## src/rtl/dcache_access_scheduler_pkg.sv

```systemverilog
// Shared codes for the data cache access scheduler: cache command/status
// encodings, access-width codes, arbiter FSM states and requester ownership.
// Optional build macro used by this slice: DCACHE_SCHED_MASK_EN.
package dcache_access_scheduler_pkg;

  // Command driven towards the data cache
  localparam logic [1:0] D_CACHE_NOP   = 2'b00;
  localparam logic [1:0] D_CACHE_LOAD  = 2'b01;
  localparam logic [1:0] D_CACHE_STORE = 2'b10;

  // Status reported by the data cache
  localparam logic [1:0] D_CACHE_RESTING = 2'b00;
  localparam logic [1:0] L_S_FINISHED    = 2'b10;

  // Access width codes (scalar type / vector vsew)
  localparam logic [2:0] ONE_BYTE  = 3'd0;
  localparam logic [2:0] TWO_BYTE  = 3'd1;
  localparam logic [2:0] FOUR_BYTE = 3'd2;

  typedef enum logic [1:0] {
    IDLE  = 2'd0,
    ISSUE = 2'd1,
    WAIT  = 2'd2,
    YIELD = 2'd3
  } sched_state_e;

  typedef enum logic {
    OWN_SCALAR = 1'b0,
    OWN_VECTOR = 1'b1
  } owner_e;

  // Cache command for a transaction of the given direction
  function automatic logic [1:0] op_code(input logic is_store);
    return is_store ? D_CACHE_STORE : D_CACHE_LOAD;
  endfunction

endpackage

```

## src/rtl/dcache_access_scheduler_vec_elem_sequencer.sv

```systemverilog
// Vector element sequencer: element counter, stride address accumulator,
// store-element selection and (with DCACHE_SCHED_MASK_EN) element mask lookup.
// Purpose: hold one vector request and walk it element by element.
// Latency: operands visible the cycle after load; adv moves to the next element in one cycle.
// Backpressure: none internally; the arbiter decides when to load and advance.
module vec_elem_sequencer
  import dcache_access_scheduler_pkg::*;
#(
  parameter int ADDR_WIDTH       = 17,
  parameter int LEN              = 32,
  parameter int VECTOR_SIZE      = 8,
  parameter int ENTRY_INDEX_SIZE = 3
) (
  input  logic                        clk,
  input  logic                        rst,
  input  logic                        load,
  input  logic                        adv,
  input  logic [ADDR_WIDTH-1:0]       base,
  input  logic [ADDR_WIDTH-1:0]       stride,
  input  logic [ENTRY_INDEX_SIZE:0]   len,
  input  logic [2:0]                  typ,
  input  logic                        is_store,
  input  logic [VECTOR_SIZE*LEN-1:0]  wdata,
`ifdef DCACHE_SCHED_MASK_EN
  input  logic [VECTOR_SIZE-1:0]      mask,
`endif
  output logic [ENTRY_INDEX_SIZE-1:0] elem,
  output logic [ADDR_WIDTH-1:0]       cur_addr,
  output logic [LEN-1:0]              cur_wdata,
  output logic                        elem_active,
  output logic                        is_last,
  output logic [2:0]                  typ_q,
  output logic                        is_store_q
);

  logic [ADDR_WIDTH-1:0]     stride_q;
  logic [ENTRY_INDEX_SIZE:0] len_q;
  logic [LEN-1:0]            wdata_q [VECTOR_SIZE];
  logic [ENTRY_INDEX_SIZE:0] elem_ext;

  // Latch the request on load, then step element index and address on adv
  always_ff @(posedge clk) begin
    if (rst) begin
      elem       <= '0;
      cur_addr   <= '0;
      stride_q   <= '0;
      len_q      <= '0;
      typ_q      <= '0;
      is_store_q <= 1'b0;
      for (int i = 0; i < VECTOR_SIZE; i++) wdata_q[i] <= '0;
    end else if (load) begin
      elem       <= '0;
      cur_addr   <= base;
      stride_q   <= stride;
      len_q      <= len;
      typ_q      <= typ;
      is_store_q <= is_store;
      for (int i = 0; i < VECTOR_SIZE; i++) wdata_q[i] <= wdata[i*LEN +: LEN];
    end else if (adv) begin
      elem     <= elem + 1'b1;
      // Two's-complement stride; the sum wraps modulo 2^ADDR_WIDTH
      cur_addr <= cur_addr + stride_q;
    end
  end

`ifdef DCACHE_SCHED_MASK_EN
  logic [VECTOR_SIZE-1:0] mask_q;

  // Mask is captured together with the rest of the vector request
  always_ff @(posedge clk) begin
    if (rst)       mask_q <= '0;
    else if (load) mask_q <= mask;
  end

  assign elem_active = mask_q[elem];
`else
  assign elem_active = 1'b1;
`endif

  assign elem_ext  = {1'b0, elem};
  assign is_last   = ((elem_ext + {{ENTRY_INDEX_SIZE{1'b0}}, 1'b1}) == len_q);
  assign cur_wdata = wdata_q[elem];

endmodule

```

## src/rtl/dcache_access_scheduler.sv

```systemverilog
// Data cache access scheduler: shares the single cache port between the scalar
// and vector load/store units, splitting vector requests into element accesses.
// Build option: DCACHE_SCHED_MASK_EN adds the v_mask element-mask input.
// Purpose: arbitrate scalar/vector requests onto one data cache transaction port.
// Latency: ack three cycles after acceptance on a resting cache that finishes in one cycle.
// Backpressure: requests wait in ISSUE until the cache rests; requesters hold req until ack/done.
module dcache_access_scheduler
  import dcache_access_scheduler_pkg::*;
#(
  parameter int ADDR_WIDTH       = 17,
  parameter int LEN              = 32,
  parameter int VECTOR_SIZE      = 8,
  parameter int ENTRY_INDEX_SIZE = 3
) (
  input  logic                        clk,
  input  logic                        rst,
  input  logic                        s_req,
  input  logic                        s_is_store,
  input  logic [ADDR_WIDTH-1:0]       s_addr,
  input  logic [2:0]                  s_type,
  input  logic [LEN-1:0]              s_wdata,
  output logic                        s_ack,
  output logic [LEN-1:0]              s_rdata,
  input  logic                        v_req,
  input  logic                        v_is_store,
  input  logic [ADDR_WIDTH-1:0]       v_base,
  input  logic [ADDR_WIDTH-1:0]       v_stride,
  input  logic [ENTRY_INDEX_SIZE:0]   v_len,
  input  logic [2:0]                  v_type,
  input  logic [VECTOR_SIZE*LEN-1:0]  v_wdata,
`ifdef DCACHE_SCHED_MASK_EN
  input  logic [VECTOR_SIZE-1:0]      v_mask,
`endif
  output logic                        v_elem_valid,
  output logic [ENTRY_INDEX_SIZE-1:0] v_elem_idx,
  output logic [LEN-1:0]              v_elem_data,
  output logic                        v_done,
  output logic                        busy,
  output logic [1:0]                  cache_vis_signal,
  output logic [ADDR_WIDTH-1:0]       data_addr,
  output logic [2:0]                  data_type,
  output logic [LEN-1:0]              cache_written_data,
  output logic [ENTRY_INDEX_SIZE:0]   length,
  input  logic [LEN-1:0]              data,
  input  logic [1:0]                  d_cache_vis_status
);

  sched_state_e state, state_d;
  owner_e       owner, owner_d;
  logic         parked, parked_d;

  logic                  s_store_q;
  logic [ADDR_WIDTH-1:0] s_addr_q;
  logic [2:0]            s_type_q;
  logic [LEN-1:0]        s_wdata_q;

  logic                        s_latch, seq_load, seq_adv, issue;
  logic                        ack_d, ev_d, done_d;
  logic [LEN-1:0]              rdata_d, ed_d;
  logic [ENTRY_INDEX_SIZE-1:0] idx_d;

  logic [ENTRY_INDEX_SIZE-1:0] seq_elem;
  logic [ADDR_WIDTH-1:0]       seq_addr;
  logic [LEN-1:0]              seq_wdata;
  logic                        seq_active, seq_last, seq_store;
  logic [2:0]                  seq_type;

  vec_elem_sequencer #(
    .ADDR_WIDTH       (ADDR_WIDTH),
    .LEN              (LEN),
    .VECTOR_SIZE      (VECTOR_SIZE),
    .ENTRY_INDEX_SIZE (ENTRY_INDEX_SIZE)
  ) u_seq (
    .clk         (clk),
    .rst         (rst),
    .load        (seq_load),
    .adv         (seq_adv),
    .base        (v_base),
    .stride      (v_stride),
    .len         (v_len),
    .typ         (v_type),
    .is_store    (v_is_store),
    .wdata       (v_wdata),
`ifdef DCACHE_SCHED_MASK_EN
    .mask        (v_mask),
`endif
    .elem        (seq_elem),
    .cur_addr    (seq_addr),
    .cur_wdata   (seq_wdata),
    .elem_active (seq_active),
    .is_last     (seq_last),
    .typ_q       (seq_type),
    .is_store_q  (seq_store)
  );

  // Arbiter state, owner and parked-vector flag
  always_ff @(posedge clk) begin
    if (rst) begin
      state  <= IDLE;
      owner  <= OWN_SCALAR;
      parked <= 1'b0;
    end else begin
      state  <= state_d;
      owner  <= owner_d;
      parked <= parked_d;
    end
  end

  // Next state, operand capture strobes and completion values
  always_comb begin
    state_d  = state;
    owner_d  = owner;
    parked_d = parked;
    s_latch  = 1'b0;
    seq_load = 1'b0;
    seq_adv  = 1'b0;
    issue    = 1'b0;
    ack_d    = 1'b0;
    rdata_d  = '0;
    ev_d     = 1'b0;
    idx_d    = '0;
    ed_d     = '0;
    done_d   = 1'b0;
    case (state)
      IDLE: begin
        // Scalar has priority; a concurrent vector is taken on a later IDLE
        if (s_req) begin
          s_latch = 1'b1;
          owner_d = OWN_SCALAR;
          state_d = ISSUE;
        end else if (v_req) begin
          seq_load = 1'b1;
          if (v_len == '0) begin
            done_d = 1'b1;
          end else begin
            owner_d = OWN_VECTOR;
            state_d = ISSUE;
          end
        end
      end
      ISSUE: begin
        // Masked-off elements only advance the address, one per cycle
        if (owner == OWN_VECTOR && !seq_active) begin
          seq_adv = 1'b1;
          if (seq_last) begin
            done_d  = 1'b1;
            state_d = IDLE;
          end
        end else if (d_cache_vis_status == D_CACHE_RESTING) begin
          issue   = 1'b1;
          state_d = WAIT;
        end
      end
      WAIT: begin
        if (d_cache_vis_status == L_S_FINISHED) begin
          if (owner == OWN_SCALAR) begin
            ack_d   = 1'b1;
            rdata_d = s_store_q ? '0 : data;
            // A scalar served between elements hands the port straight back
            if (parked) begin
              owner_d  = OWN_VECTOR;
              parked_d = 1'b0;
              state_d  = ISSUE;
            end else begin
              state_d = IDLE;
            end
          end else begin
            if (!seq_store) begin
              ev_d  = 1'b1;
              idx_d = seq_elem;
              ed_d  = data;
            end
            seq_adv = 1'b1;
            if (seq_last) begin
              done_d  = 1'b1;
              state_d = IDLE;
            end else begin
              state_d = YIELD;
            end
          end
        end
      end
      YIELD: begin
        // One-cycle window where a waiting scalar preempts the vector
        state_d = ISSUE;
        if (s_req) begin
          s_latch  = 1'b1;
          owner_d  = OWN_SCALAR;
          parked_d = 1'b1;
        end
      end
      default: state_d = IDLE;
    endcase
  end

  // Scalar operand capture and registered completion pulses
  always_ff @(posedge clk) begin
    if (rst) begin
      s_store_q    <= 1'b0;
      s_addr_q     <= '0;
      s_type_q     <= '0;
      s_wdata_q    <= '0;
      s_ack        <= 1'b0;
      s_rdata      <= '0;
      v_elem_valid <= 1'b0;
      v_elem_idx   <= '0;
      v_elem_data  <= '0;
      v_done       <= 1'b0;
    end else begin
      if (s_latch) begin
        s_store_q <= s_is_store;
        s_addr_q  <= s_addr;
        s_type_q  <= s_type;
        s_wdata_q <= s_wdata;
      end
      s_ack        <= ack_d;
      s_rdata      <= rdata_d;
      v_elem_valid <= ev_d;
      v_elem_idx   <= idx_d;
      v_elem_data  <= ed_d;
      v_done       <= done_d;
    end
  end

  // Cache command is only non-NOP in the single issuing cycle
  always_comb begin
    cache_vis_signal   = D_CACHE_NOP;
    data_addr          = '0;
    data_type          = '0;
    cache_written_data = '0;
    if (issue) begin
      if (owner == OWN_VECTOR) begin
        cache_vis_signal   = op_code(seq_store);
        data_addr          = seq_addr;
        data_type          = seq_type;
        cache_written_data = seq_wdata;
      end else begin
        cache_vis_signal   = op_code(s_store_q);
        data_addr          = s_addr_q;
        data_type          = s_type_q;
        cache_written_data = s_wdata_q;
      end
    end
  end

  assign busy   = (state != IDLE);
  assign length = {{ENTRY_INDEX_SIZE{1'b0}}, 1'b1};

endmodule

```

## config.mk

```make
export PLATFORM = sky130hd
export DESIGN_NAME = dcache_access_scheduler
export DESIGN_NICKNAME = d
export VERILOG_FILES = /design/src/rtl/dcache_access_scheduler_pkg.sv /design/src/rtl/dcache_access_scheduler_vec_elem_sequencer.sv /design/src/rtl/dcache_access_scheduler.sv
export SDC_FILE = /design/constraint.sdc
export NUM_CORES = 1
export LEC_CHECK = 0
export ABC_AREA = 1
export BUFFER_PORTS_ARGS = -buffer_cell sky130_fd_sc_hd__buf_2
export CAP_MARGIN = 20
export CORE_AREA = 2 2 202 204
export DETAILED_ROUTE_END_ITERATION = 6
export DIE_AREA = 0 0 204 206
export GPL_TIMING_DRIVEN = 0
export PLACE_DENSITY_LB_ADDON = 0.2
export REMOVE_ABC_BUFFERS = 1
export SYNTH_ARGS = -nofsm -noshare
export SYNTH_HDL_FRONTEND = slang
export SYNTH_HIERARCHICAL = 1
export SYNTH_SLANG_ARGS = --single-unit
```

## constraint.sdc

```tcl
create_clock -name clk -period 9.67 [get_ports clk]
set_input_delay 0.4835 -clock clk [delete_from_list [all_inputs] [get_ports clk]]
set_output_delay 0.4835 -clock clk [all_outputs]
set_load 0.005 [all_outputs]
```

# Word level (Yosys, flattened, before mapping)
# Memories as Yosys holds them, arrays and structs flattened. A register that Yosys moved wholly into a read port is not among the register bits.
# Cells that the tools add are included.
totals:
  n_memories: 1
  ramBits: 256
  register_bits: 172
  inputBits: 389
  output_inout_bits: 129
memory_table:
  columns: ["memory", "depth", "word_bits", "read_ports", "rd_clocked_by_memory_dff", "write_ports", "line", "source"]
  rows:
  - ["u_seq.wdata_q", 8, 32, 1, 1, 8, "dcache_access_scheduler_vec_elem_sequencer.sv:38", "logic [LEN-1:0] wdata_q [VECTOR_SIZE];"]
op_classes:
  add_sub_neg: 3
  n_eq_ne: 11
  reduce_logical: 16
  muxes: 67
  bitwise: 11
op_table:
  columns: ["op", "count"]
  rows:
  - ["32-bit 2-to-1 mux", 10]
  - ["17-bit 2-to-1 mux", 4]
  - ["1-bit 2-to-1 mux", 34]
  - ["2-bit 2-to-1 mux", 11]
  - ["17-bit adder", 1]
  - ["3-bit 2-to-1 mux", 4]
  - ["5-bit OR reduction", 2]
  - ["2-bit != test, second input constant", 4]
  - ["1-bit bitwise OR", 8]
  - ["2-bit one-hot mux with 4 select lines", 1]
  - ["4-bit AND reduction", 2]
  - ["2-bit == test, second input constant", 3]
  - ["3-bit != test, second input constant", 2]
  - ["2-bit nonzero test", 3]
  - ["5-bit AND reduction", 1]
  - ["3-bit by 1-bit adder with 4-bit output, second input constant", 1]
  - ["4-bit == test", 1]
  - ["2-bit logical NOT", 2]
  - ["4-bit logical NOT", 1]
  - ["1-bit one-hot mux with 2 select lines", 2]
  - ["2-bit OR reduction", 2]
  - ["4-bit OR reduction", 1]
  - ["3-bit by 1-bit adder with 3-bit output, second input constant", 1]
  - ["1-bit NOT", 3]
  - ["4 further kinds", 4]

# Longest topological paths before layout
depth:
  depth_word: 7
  mapped_depth: 12
  depth_no_buf: 12

# By module
# Netlist, hierarchy kept.
modules_own_cells:
  columns: ["mod", "n_inst", "seq_area_each_um2", "cells_each", "area_each_um2"]
  rows:
  - ["vec_elem_sequencer", 1, 8648.3, 1681, 14660.3]
  - ["dcache_access_scheduler", 1, 2542.4, 680, 4947.2]

# Worst setup path before layout
# No wires, ideal clock.
synth_timing:
  path_kind: "input port to flip-flop"
  startpoint: "input port s_req"
  endpoint: "memory u_seq.wdata_q[0][0] (enable)"
  slack_ns: 2.450
  path_stages: 6
  t_required_ns: 9.037
  arrival_time_ns: 6.587
  path_cell_list: "inv_1 nand2_1 nor2_1 buf_4 inv_2 nand2_1"
synth_rtl:
  columns: ["item", "line", "source"]
  rows:
  - ["start: declaration", "dcache_access_scheduler.sv:17", "input logic s_req,"]
  - ["end: declaration", "dcache_access_scheduler_vec_elem_sequencer.sv:38", null]

==> summary.md <==
| Metric | Value |
|---|---|
| Status | `complete, no violations` |
| Synth cell types | `37` |
| Final-layout fill cell count | `3,626` |
| IO buf count | `513` |
| Switch share | `0.297` |
| GRT Total Usage | `0.257` |
| CTS Buf Count | `46` |
| CP endpoint kind | `output port` |
| Maximum Capacitance Violations | `0` |
| Cell Area, Synth | `19,600 sq um` |
| Core area | `40,200 sq um` |
| Tmin final | `3.84 ns` |
| Synthesis Warnings | `6` |
| WL final | `55,800 um` |
| Post-Synthesis Cells | `2,361` |
| Critical path required time | `9.19 ns` |
| Place WS | `6.22 ns` |
| Final Max Slew Viols | `0` |
| Final Wtd Congestion | `0.849` |
| Final hold viol count | `0` |
| Sequential share of power | `0.457` |
| Seq/Total Area, Yosys | `0.571` |
| Commonest non-fill, non-tap cells in the layout | `nor2_1 (681), buf_2 (512), inv_1 (361)` |
| Avg Vias per Cell | `5.03` |
| Worst Hold Class | `primary input to register` |
| Total Nets Final | `3,222` |
| Placed cells | `3,295` |
| Antenna violations before repair | `12` |
| Post_cts resized | `0` |
| Leakage dissipation | `11.9 nW` |
| First-pass GRT wire length | `84,300 um` |
| P_int | `3.58 mW` |
| DRC | `0` |
| Post-synth ARST share | `0` |
| Largest net degree at the start of global routing | `90` |
| Post-CTS Setup Inserts | `0` |
| Multi-input gate area | `6380 sq um` |
| Highest ir drop seen on vdd | `0.178 mV` |
| Routed WL per cell | `16.5 um` |
| HPWL Detailed | `37,100 um` |
| Worst hold slack | `0.130 ns` |
| Setup Skew | `0.0200 ns` |
| Startpoint types | `register` |
| Longest Clk Path Bufs | `3` |
| Hold buffers post-CTS | `0` |
| Die Area | `42,000 sq um` |
| Final worst-path setup slack | `5.83 ns` |
| Initial core utilization | `0.488` |
| Peak Freq | `261 MHz` |
| Crit path DAT | `3.35 ns` |
| RSZ-0062 raised after global routing | `false` |
| Fin crit share | `0.397` |
| ANT nets after route | `0` |
| Clock power share | `0.337` |
| Register Area | `11,200 sq um` |
| Clock tree sinks | `431` |
| Ratio of cells with drive above 1 in the final layout | `0.218` |
| Syn-to-layout area delta | `23.2%` |
| Number of enable flip-flop cells after synthesis | `256` |
| Vias in the first global route | `16,300` |
| # IOs | `518` |
| Yosys reg bits | `431` |
| Setup TNS Final | `0 ns` |
| Via Count | `17,000` |
| Max FO, Critical Path | `65` |
| Worst-path clk slew | `0.06 ns` |
| Die Width | `204 um` |
| Logic pwr share | `0.206` |
| 1st-iter DRT viols | `1,342` |
| Max-slew headroom | `0.399` |
| Primary FF master, synth | `edfxtp_1` |
| Slew of the pin with the lowest slew margin | `0.902 ns` |
| Final cell count without fillers | `3,389` |
| CTS tree | `yes` |
| # setup viols final | `0` |
| Clock root buffer | `clkbuf_16` |
| Clock Latency Late Sink | `0.58 ns` |
| Avg Inst Size Synth | `8.30 sq um` |
| Power density over the cells | `211 nW/um^2` |
| Grt ovf | `0` |
| Psw | `1.51 mW` |
| CP Class | `register to output port` |
| Die H | `206 um` |
| Core Util, Final | `0.601` |
| Cell Rows | `74` |
| Pre-antenna DRT Iters | `6` |
| H-tree levels | `2` |
| Most common cell after layout, fill and taps aside | `nor2_1` |
-- cell type report --
type,instances,share of cell area
clock inverter,11,0.00342
timing repair buffer,532,0.125
sequential,431,0.464
multi-input combinational,1431,0.264
tap,532,0.0276
clock buffer,75,0.0582
antenna,8,0.000829
inverter,369,0.0575
-- power groups by stage --
stage	logic, mW	clock network, mW	registers (mW)
detailed placement	1.04	0	2.36
CTS	1.05	1.76	2.33
finish	1.05	1.72	2.33
global placement	0.918	0	2.47
global route	1.17	1.82	2.35
floorplan	0.580	0	2.40
-- critical path, cell delays in order, from the launching register on --
cell     delay, ns
dfxtp_4       0.93
inv_2         0.58
buf_12        0.35
nor2_1        0.11
o21ai_0       0.08
a31oi_1       0.18
nand2_1       0.10
a21oi_1       0.23
buf_2         0.15
-- synth_stat cells, types with 9 or more instances --
cell type  count  area (sq um)
buf_4          9          67.6
a22oi_1       13          97.6
edfxtp_1     256          7690
dfxtp_1      175          3500
nand2_1      284          1070
buf_2         56           280
a21oi_1      102           510
o21ai_1       20           100
inv_1        362          1360
ha_1          21           263
o22ai_1       33           206
clkbuf_1      48           180
nor2_1       682          2560
a31oi_1       36           225
o21ai_0      169           846
nand3_1       32           160
buf_6         13           146
-- worst paths after layout --
| kind | start | end | slack, ns | cells after the start |
|---|---|---|---|---|
| min reg2reg | parked | parked | 0.46 | 2 |
| max | register | cache_written_data[19] | 5.83 | 8 |
| min | s_wdata[16] | s_wdata_q[16] | 0.13 | 3 |
| max reg2reg | state[0] | u_seq/wdata_q[1][29] | 6.42 | 8 |
-- metrics by stage --
| stage | power, mW | area, sq um |
|---|---|---|
| after floorplan | 2.98 | 18900 |
| final | 5.09 | 24200 |
| after CTS | 5.13 | 24100 |
| after global placement | 3.39 | 22200 |
| after detailed placement | 3.41 | 22700 |
| after global routing | 5.34 | 24200 |
-- registers in the layout, indices dropped and copies added (netlist names), 2 cells and up, named ones only --
signal	flops
s_addr_q	17
s_rdata	32
s_type_q	3
s_wdata_q	32
state	2
u_seq/cur_addr	17
u_seq/elem	3
u_seq/len_q	4
u_seq/stride_q	17
u_seq/typ_q	3
u_seq/wdata_q	256
v_elem_data	32
v_elem_idx	3
-- cell families (layout without fill, tap and decap cells) --
| group | Yosys count | after routing | share of synthesized area |
|---|---|---|---|
| DFF | 431 | 431 | 0.571 |
| and+or+nand+nor | 1021 | 1021 | 0.202 |
| adders and majority gates | 22 | 22 | 0.0144 |
| xor gates and xnor gates | 8 | 8 | 0.00357 |
| other | 3 | 13 | 0.000574 |
| AOI/OAI and AO/OA | 375 | 375 | 0.102 |
| buffers and inverters | 501 | 987 | 0.106 |
-- metal layers --
layer  global-route usage  wire [um]  part of all wire  vias up
li1                     -          -                 -     8346
met1                0.316      22700              0.41     7964
met2                0.448      27200              0.49      613
met3               0.0489       3960             0.071      116
met4               0.0999       1840             0.033        6
met5                    0         41           0.00074        -
Power figures use the tool's default switching activity.
